## src/rtl/mult_div_ctrl.sv

```systemverilog
// Iterative multiply/divide unit: 32-cycle shift-add multiply and restoring
// divide, sign fix-up, HI/LO result registers and MTHI/MTLO writes.
module mult_div_ctrl #(
  parameter int DATA_W = 32
) (
  input  logic              clk,
  input  logic              reset,
  input  logic              start,
  input  logic [5:0]        funct,
  input  logic [DATA_W-1:0] rs_val,
  input  logic [DATA_W-1:0] rt_val,
  output logic              busy,
  output logic              done,
  output logic [DATA_W-1:0] hi,
  output logic [DATA_W-1:0] lo
);

  localparam logic [1:0] IDLE = 2'd0;
  localparam logic [1:0] CALC = 2'd1;
  localparam logic [1:0] FIX  = 2'd2;

  localparam logic [5:0] F_MTHI  = 6'b010001;
  localparam logic [5:0] F_MTLO  = 6'b010011;
  localparam logic [5:0] F_MULT  = 6'b011000;
  localparam logic [5:0] F_MULTU = 6'b011001;
  localparam logic [5:0] F_DIV   = 6'b011010;
  localparam logic [5:0] F_DIVU  = 6'b011011;

  localparam logic [5:0] LAST_ITER = 6'(DATA_W - 1);

  logic [1:0]               state;
  logic [5:0]               cnt;
  logic                     op_div;
  logic                     neg_q;
  logic                     neg_r;
  logic                     div_zero;
  logic [DATA_W-1:0]        b_mag;
  logic [2*DATA_W-1:0]      acc;

  logic signed [DATA_W-1:0] rs_s;
  logic signed [DATA_W-1:0] rt_s;
  logic                     is_md;
  logic                     is_sgn;
  logic                     start_div;
  logic [DATA_W:0]          mul_sum;
  logic [DATA_W:0]          div_shift;
  logic [DATA_W:0]          div_trial;

  function automatic logic [DATA_W-1:0] magnitude(input logic signed [DATA_W-1:0] v,
                                                  input logic sgn);
    logic [DATA_W-1:0] m;
    m = v;
    if (sgn && v < 0) m = -m;
    return m;
  endfunction

  function automatic logic [DATA_W-1:0] apply_sign(input logic [DATA_W-1:0] v,
                                                   input logic neg);
    return neg ? -v : v;
  endfunction

  function automatic logic [2*DATA_W-1:0] apply_sign_wide(input logic [2*DATA_W-1:0] v,
                                                          input logic neg);
    return neg ? -v : v;
  endfunction

  always_comb begin
    rs_s      = rs_val;
    rt_s      = rt_val;
    is_md     = (funct == F_MULT) || (funct == F_MULTU) ||
                (funct == F_DIV)  || (funct == F_DIVU);
    is_sgn    = (funct == F_MULT) || (funct == F_DIV);
    start_div = (funct == F_DIV)  || (funct == F_DIVU);
    // acc holds {partial product, multiplier} or {remainder, dividend/quotient}
    mul_sum   = {1'b0, acc[2*DATA_W-1:DATA_W]} + {1'b0, b_mag};
    div_shift = {acc[2*DATA_W-1:DATA_W], acc[DATA_W-1]};
    div_trial = div_shift - {1'b0, b_mag};
  end

  assign busy = (state != IDLE);

  always_ff @(posedge clk or posedge reset) begin
    if (reset) begin
      state    <= IDLE;
      cnt      <= '0;
      op_div   <= 1'b0;
      neg_q    <= 1'b0;
      neg_r    <= 1'b0;
      div_zero <= 1'b0;
      b_mag    <= '0;
      acc      <= '0;
      done     <= 1'b0;
      hi       <= '0;
      lo       <= '0;
    end else begin
      done <= 1'b0;
      case (state)
        IDLE: begin
          if (start && is_md) begin
            op_div <= start_div;
            neg_q  <= is_sgn && ((rs_s < 0) != (rt_s < 0));
            neg_r  <= is_sgn && (rs_s < 0);
            cnt    <= '0;
            if (start_div && rt_val == '0) begin
              // divide by zero bypasses the iteration; result is preloaded
              div_zero <= 1'b1;
              acc      <= {rs_val, {DATA_W{1'b1}}};
              state    <= FIX;
            end else begin
              div_zero <= 1'b0;
              state    <= CALC;
              if (start_div) begin
                acc   <= {{DATA_W{1'b0}}, magnitude(rs_s, is_sgn)};
                b_mag <= magnitude(rt_s, is_sgn);
              end else begin
                acc   <= {{DATA_W{1'b0}}, magnitude(rt_s, is_sgn)};
                b_mag <= magnitude(rs_s, is_sgn);
              end
            end
          end else if (start && funct == F_MTHI) begin
            hi   <= rs_val;
            done <= 1'b1;
          end else if (start && funct == F_MTLO) begin
            lo   <= rs_val;
            done <= 1'b1;
          end
        end
        CALC: begin
          if (op_div) begin
            if (!div_trial[DATA_W])
              acc <= {div_trial[DATA_W-1:0], acc[DATA_W-2:0], 1'b1};
            else
              acc <= {div_shift[DATA_W-1:0], acc[DATA_W-2:0], 1'b0};
          end else begin
            if (acc[0])
              acc <= {mul_sum, acc[DATA_W-1:1]};
            else
              acc <= {1'b0, acc[2*DATA_W-1:1]};
          end
          cnt <= cnt + 6'd1;
          if (cnt == LAST_ITER) state <= FIX;
        end
        FIX: begin
          // sign correction of magnitude results, then commit to HI/LO
          state <= IDLE;
          done  <= 1'b1;
          if (div_zero) begin
            hi <= acc[2*DATA_W-1:DATA_W];
            lo <= acc[DATA_W-1:0];
          end else if (op_div) begin
            hi <= apply_sign(acc[2*DATA_W-1:DATA_W], neg_r);
            lo <= apply_sign(acc[DATA_W-1:0], neg_q);
          end else begin
            {hi, lo} <= apply_sign_wide(acc, neg_q);
          end
        end
        default: state <= IDLE;
      endcase
    end
  end

endmodule
```

## config.mk

```make
export PLATFORM = sky130hd
export DESIGN_NAME = mult_div_ctrl
export DESIGN_NICKNAME = d
export VERILOG_FILES = /design/src/rtl/mult_div_ctrl.sv
export SDC_FILE = /design/constraint.sdc
export NUM_CORES = 1
export LEC_CHECK = 0
export CAP_MARGIN = 20
export CORE_MARGIN = 1.5
export CORE_UTILIZATION = 45
export DETAILED_ROUTE_END_ITERATION = 10
export HOLD_SLACK_MARGIN = 0.03
export PLACE_DENSITY = 0.67
export SYNTH_ARGS = -nofsm -noshare
export SYNTH_HDL_FRONTEND = slang
export SYNTH_SLANG_ARGS = --single-unit
```

## constraint.sdc

```tcl
create_clock -name clk -period 5.9 [get_ports clk]
set_input_delay 1.18 -clock clk [delete_from_list [all_inputs] [get_ports clk]]
set_output_delay 1.18 -clock clk [all_outputs]
set_load 0.005 [all_outputs]
```

**Word level (Yosys, flattened, before mapping)**

Cells that the tools add are included.
W data, S select, Z words.

- Bits of input ports: 73
- Register bits: 173
- Output and inout bits: 66
- Word-level logic and storage cells: 96

- Reduce and logical (&&, ||, !) cells: 23
- Mux-type cells: 35
- Equality and inequality tests: 16
- Bitwise operators: 1
- Add/subtract/negate cells: 8
- $lt $le $gt $ge: 2

Operators with widths:

| kind | count |
|---|---|
| $mux W32 | 15 |
| $mux W64 | 6 |
| $neg A32 Y32 | 4 |
| $pmux W32 S2 | 2 |
| $pmux W64 S2 | 1 |
| $lt A32 B1 Y1 const B | 2 |
| $neg A64 Y64 | 1 |
| $eq A6 B5 Y1 const B | 7 |
| $add A32 B32 Y33 | 1 |
| $sub A33 B32 Y33 | 1 |
| $logic_not A32 Y1 | 1 |
| $ne A2 B2 Y1 const B | 6 |
| $pmux W6 S2 | 1 |
| $logic_and A1 B1 Y1 | 7 |
| $add A6 B1 Y6 const B | 1 |
| $mux W2 | 3 |
| $mux W6 | 1 |
| $reduce_and A2 Y1 | 3 |
| $reduce_and A3 Y1 | 2 |
| $reduce_bool A2 Y1 | 3 |
| $logic_or A1 B1 Y1 | 5 |
| $mux W1 | 4 |
| $pmux W2 S2 | 1 |
| $reduce_and A4 Y1 | 1 |
| 6 further kinds | 6 |

**Longest topological paths before layout**

- Word-level depth: 8
- Mapped depth: 14
- Depth with buffers taken out: 12

**Worst setup path after synthesis**

No wires, ideal clock.

- Path type: input to register
- Start point: input port rs_val[7]
- End point: register b_mag[29]
- Path buffers: 1
- Cell stages on the path: 10
- Slack: 2398 ps
- Data arrival time: 3381 ps
- Setup time: 121 ps
- Required time: 5779 ps
- Path through: clkbuf_1 or4_1 or3_1 nor3_4 nand2_1 or2_1 o41ai_2 xor2_1 a21oi_1 a22o_1

- Cells in the longest elaborated chain, start to end: 4
- Elaborated cells on any way between the ends: 5
- Those cells by class: add/sub (1); order compare (1); mux (2); reduce/logical (1)

RTL lines:

| element | line | source |
|---|---|---|
| start, declared | 10 | `input logic [DATA_W-1:0] rs_val,` |
| $lt A32 B1 Y1 | 53 | `if (sgn && v < 0) m = -m;` |
| $logic_and A1 B1 Y1 | 53 |  |
| $mux W32 (*) | 53 |  |
| $mux W32 (*) | 112 | `if (start_div) begin` |
| end signal, assigned | 114 | `b_mag <= magnitude(rt_s, is_sgn);` |
| end signal, assigned | 117 | `b_mag <= magnitude(rs_s, is_sgn);` |
| end, declared | 37 | `logic [DATA_W-1:0] b_mag;` |

Every way passes the cells marked *; elsewhere a longest branch is shown, timed or not.
A chain may end at the register's enable or synchronous reset.

**Worst setup path after layout**

- Start point: register acc[31]
- End point: register acc[41]

- Cells in the longest elaborated chain, start to end: 4

RTL lines:

| element | line | source |
|---|---|---|
| start, declared | 38 | `logic [2*DATA_W-1:0] acc;` |
| start signal, assigned | 107 | `acc <= {rs_val, {DATA_W{1'b1}}};` |
| start signal, assigned | 113 | `acc <= {{DATA_W{1'b0}}, magnitude(rs_s, is_sgn)};` |
| start signal, assigned | 116 | `acc <= {{DATA_W{1'b0}}, magnitude(rt_s, is_sgn)};` |
| $sub A33 B32 Y33 | 77 | `div_trial = div_shift - {1'b0, b_mag};` |
| $mux W64 | 130 | `if (!div_trial[DATA_W])` |
| $mux W64 | 129 | `if (op_div) begin` |
| $pmux W64 S2 | 97 | `case (state)` |

No other way between the ends.

==> load_flow_metrics.sql <==
INSERT INTO impl_metrics (metric_group, metric, value, unit) VALUES
('finish', 'syn_to_final_growth', '13.9', '%'),
('floorplan', 'row_count', '69', ''),
('sta', 'timing.final.crit_share', '78.5', '%'),
('floorplan', 'width_of_the_die', '193', 'um'),
('pwr', 'power.leakage', '0.00766', 'uW'),
('global_routing', 'first_global_vias', '15700', ''),
('finish', 'drive_above_1_share', '5.88', '%'),
('placement', 'detailedPlacementHpwl', '46100', 'um'),
('placement', 'place_worst_setup_slack', '1.16', 'ns'),
('route', 'detailroute.wirelength.met3', '5000', 'um'),
('logic_synthesis', 'synthesis.area', '16200', 'sq um'),
('sta', 'tns', '0', 'ns'),
('setup_path', 'worstReg2RegEnd', 'acc[41]$_DFFE_PP0P_', ''),
('logic_synthesis', 'synth_edf_count', '0', ''),
('finish', 'final_common_cell', 'sky130_fd_sc_hd__nand2_1', ''),
('finish', 'antenna_cells_inserted', '0', ''),
('clocking', 'cts_post_setup_buffers_inserted', '0', ''),
('setup_path', 'worst_path_dominant_cell_family', 'compound AO/OA/AOI/OAI gates', ''),
('route', 'dr_total_vias', '16800', ''),
('sta', 'fmax', '216', 'MHz'),
('clocking', 'cts_sinks', '173', ''),
('clocking', 'tritoncts', 'done', ''),
('floorplan', 'dieHeight', '193', 'um'),
('route', 'drtIter0Drc', '2070', ''),
('global_routing', 'global_route.overflow_total', '0', ''),
('floorplan', 'die-area', '37100', 'sq um'),
('sta', 'timing.final.hold_violations', '0', ''),
('setup_path', 'critPathBufInv', '2', ''),
('logic_synthesis', 'synth_area_per_cell', '7.66', 'sq um'),
('global_routing', 'globalRouteTotalUtil', '33.6', '%'),
('setup_path', 'end_kind', 'flop', ''),
('logic_synthesis', 'synth_compound_area_share', '27.7', '%'),
('floorplan', 'start_util', '45.6', '%'),
('setup_path', 'critPathArrivalTime', '4.97', 'ns'),
('worst_hold_path', 'min_path_type', 'flop to flop', ''),
('clocking', 'clk_tree_root_cell', 'sky130_fd_sc_hd__clkbuf_16', ''),
('route', 'finalWirelength', '62100', 'um'),
('clocking', 'cts-htree-levels', '4', ''),
('outcome', 'status', 'finished, final reports clean', ''),
('floorplan', 'num_io_pins', '139', ''),
('setup_path', 'worstSetupEndpoint', 'acc[41]$_DFFE_PP0P_', ''),
('sta', 'finalHoldWorstSlack', '0.488', 'ns'),
('clocking', 'worst_skew_pair.late_latency', '0.46', 'ns'),
('logic_synthesis', 'synth_seq_cells', '173', ''),
('clocking', 'cts.clk_slew.worst_paths', '0.08', 'ns'),
('setup_path', 'path_cells', 'inv_1 > ha_1 > fa_1 > nor2b_1 > o211ai_1 > a211o_1 > a31oi_1 > nor3_1 > nor3_4 > buf_4 > nor2_1 > a211oi_1 > o31ai_1', ''),
('job', 'max-cap-violations', '0', ''),
('global_routing', 'grt_pass1_wl', '94400', 'um'),
('route', 'route.detailed.wl_per_inst', '23.7', 'um'),
('placement', 'numPlacedInstances', '2587', ''),
('floorplan', 'core', '35500', 'sq um'),
('logic_synthesis', 'warning_count_from_the_yosys_run', '0', ''),
('setup_path', 'critical_path.startpoint_type', 'flop', ''),
('placement', 'final_estimated_routing_congestion_in_global_placement', '1.04', ''),
('logic_synthesis', 'synth_async_reset_ratio', '100', '%'),
('pwr', 'powerDensity', '650', 'nW/um^2'),
('logic_synthesis', 'synth_flop_cell', 'sky130_fd_sc_hd__dfrtp_1', ''),
('finish', 'final_nets', '2290', ''),
('clocking', 'post_cts_hold_buffer_count', '0', ''),
('logic_synthesis', 'syn_nets', '2254', ''),
('setup_path', 'worstSetupStartpoint', 'acc[31]$_DFFE_PP0P_', ''),
('sta', 'worst_slew_pin_slew', '1.14', 'ns'),
('logic_synthesis', 'synth_top_cell_area_share', '26.8', '%'),
('setup_path', 'timing_worst_setup_path_type', 'flop to flop', ''),
('setup_path', 'worst-endpoint-required', '6.23', 'ns'),
('logic_synthesis', 'synth_instances', '2110', ''),
('sta', 'finalSetupViolCount', '0', ''),
('clocking', 'cts_repair_resize_count', '0', ''),
('route', 'met2_routed_wirelength', '27800', 'um'),
('sta', 'rsz0062_at_grt', 'no', ''),
('sta', 'max_slew_headroom', '23.8', '%');
[layout make-up]
type,count,area [sq um]
clock buffers,19,443
clock inverters,13,155
fillers,3394,17100
inverters,73,279
multi-input cells,1711,11000
flip-flops and latches,173,4330
well taps,461,577
repair buffers,170,1640
[through the flow]
| stage | total power [uW] | utilization, % | instance area [sq um] |
|---|---|---|---|
| 2_1_floorplan | 8030 | - | 16200 |
| 3_3_place_gp | 10400 | 50.2 | 17800 |
| 3_5_place_dp | 10500 | 50.2 | 17800 |
| 4_1_cts | 11800 | 51.9 | 18400 |
| 5_1_grt | 12900 | 51.9 | 18400 |
| 6_report | 12000 | 51.9 | 18400 |
[worst min-delay path, cell delays in order, from the launching register on]
cell and delay [ns]:
sky130_fd_sc_hd__dfrtp_1 0.34, sky130_fd_sc_hd__nand2_1 0.05, sky130_fd_sc_hd__o21ai_0 0.06
[flip-flops by register name, indices dropped and copies added (netlist names)]
name and flops:
lo 32, done 1, div_zero 1, hi 32, neg_r 1, acc 64
neg_q 1, b_mag 32, op_div 1, cnt 6, state 2
[synth_stat cells, types with 7 or more instances]
master,count
sky130_fd_sc_hd__a22o_1,8
sky130_fd_sc_hd__nand2b_1,14
sky130_fd_sc_hd__buf_1,20
sky130_fd_sc_hd__nand2_1,252
sky130_fd_sc_hd__mux2i_1,78
sky130_fd_sc_hd__nand4_1,16
sky130_fd_sc_hd__mux2_2,15
sky130_fd_sc_hd__buf_2,11
sky130_fd_sc_hd__dfrtp_1,173
sky130_fd_sc_hd__xnor2_1,94
sky130_fd_sc_hd__a31oi_1,18
sky130_fd_sc_hd__o211ai_1,16
sky130_fd_sc_hd__ha_1,69
sky130_fd_sc_hd__o21bai_1,7
sky130_fd_sc_hd__nor2b_1,16
sky130_fd_sc_hd__a22oi_1,20
sky130_fd_sc_hd__clkbuf_1,116
sky130_fd_sc_hd__a21oi_1,214
sky130_fd_sc_hd__o22ai_1,27
sky130_fd_sc_hd__nor3_1,45
sky130_fd_sc_hd__and2_1,9
sky130_fd_sc_hd__nand3_1,45
sky130_fd_sc_hd__nor2_1,169
sky130_fd_sc_hd__o21ai_0,192
sky130_fd_sc_hd__or4_1,11
sky130_fd_sc_hd__or3_1,11
sky130_fd_sc_hd__o21a_1,12
sky130_fd_sc_hd__o41ai_1,13
sky130_fd_sc_hd__inv_1,73
sky130_fd_sc_hd__a211oi_1,48
sky130_fd_sc_hd__and3_1,18
sky130_fd_sc_hd__or2_2,12
sky130_fd_sc_hd__xor2_1,66
sky130_fd_sc_hd__o311ai_0,16
sky130_fd_sc_hd__a21o_1,28
sky130_fd_sc_hd__nor4_1,12
sky130_fd_sc_hd__o31ai_1,30
[report_power, final]
part           total [uW]  switching, uW  internal (uW)
clock                1230            577            648
combinational        8050           4700           3340
sequential           2700            921           1780
[how the worst min path moves through the flow]
stage | to | slack [ns] | start
after floorplan | cnt[5]$_DFFE_PP0P_ | 0.45 | cnt[5]$_DFFE_PP0P_
after global placement | cnt[5]$_DFFE_PP0P_ | 0.46 | cnt[5]$_DFFE_PP0P_
after detailed placement | hi[0]$_DFFE_PP0P_ | 0.48 | hi[0]$_DFFE_PP0P_
after CTS | hi[0]$_DFFE_PP0P_ | 0.49 | hi[0]$_DFFE_PP0P_
after global routing | cnt[5]$_DFFE_PP0P_ | 0.54 | cnt[5]$_DFFE_PP0P_
final | hi[0]$_DFFE_PP0P_ | 0.49 | hi[0]$_DFFE_PP0P_
[routing by layer]
metal	track usage, %	vias up
met5	0	-
met1	47.1	8098
met2	52.7	798
met4	11.7	0
met3	5.00	116
li1	-	7744
[logic make-up after synthesis]
kind of cell	count (synthesis)
buf+inv	226
compound gates	716
xor+xnor	160
simple gates	671
flops	173
mux	93
fa+ha+maj	71
Power figures use the tool's default switching activity.
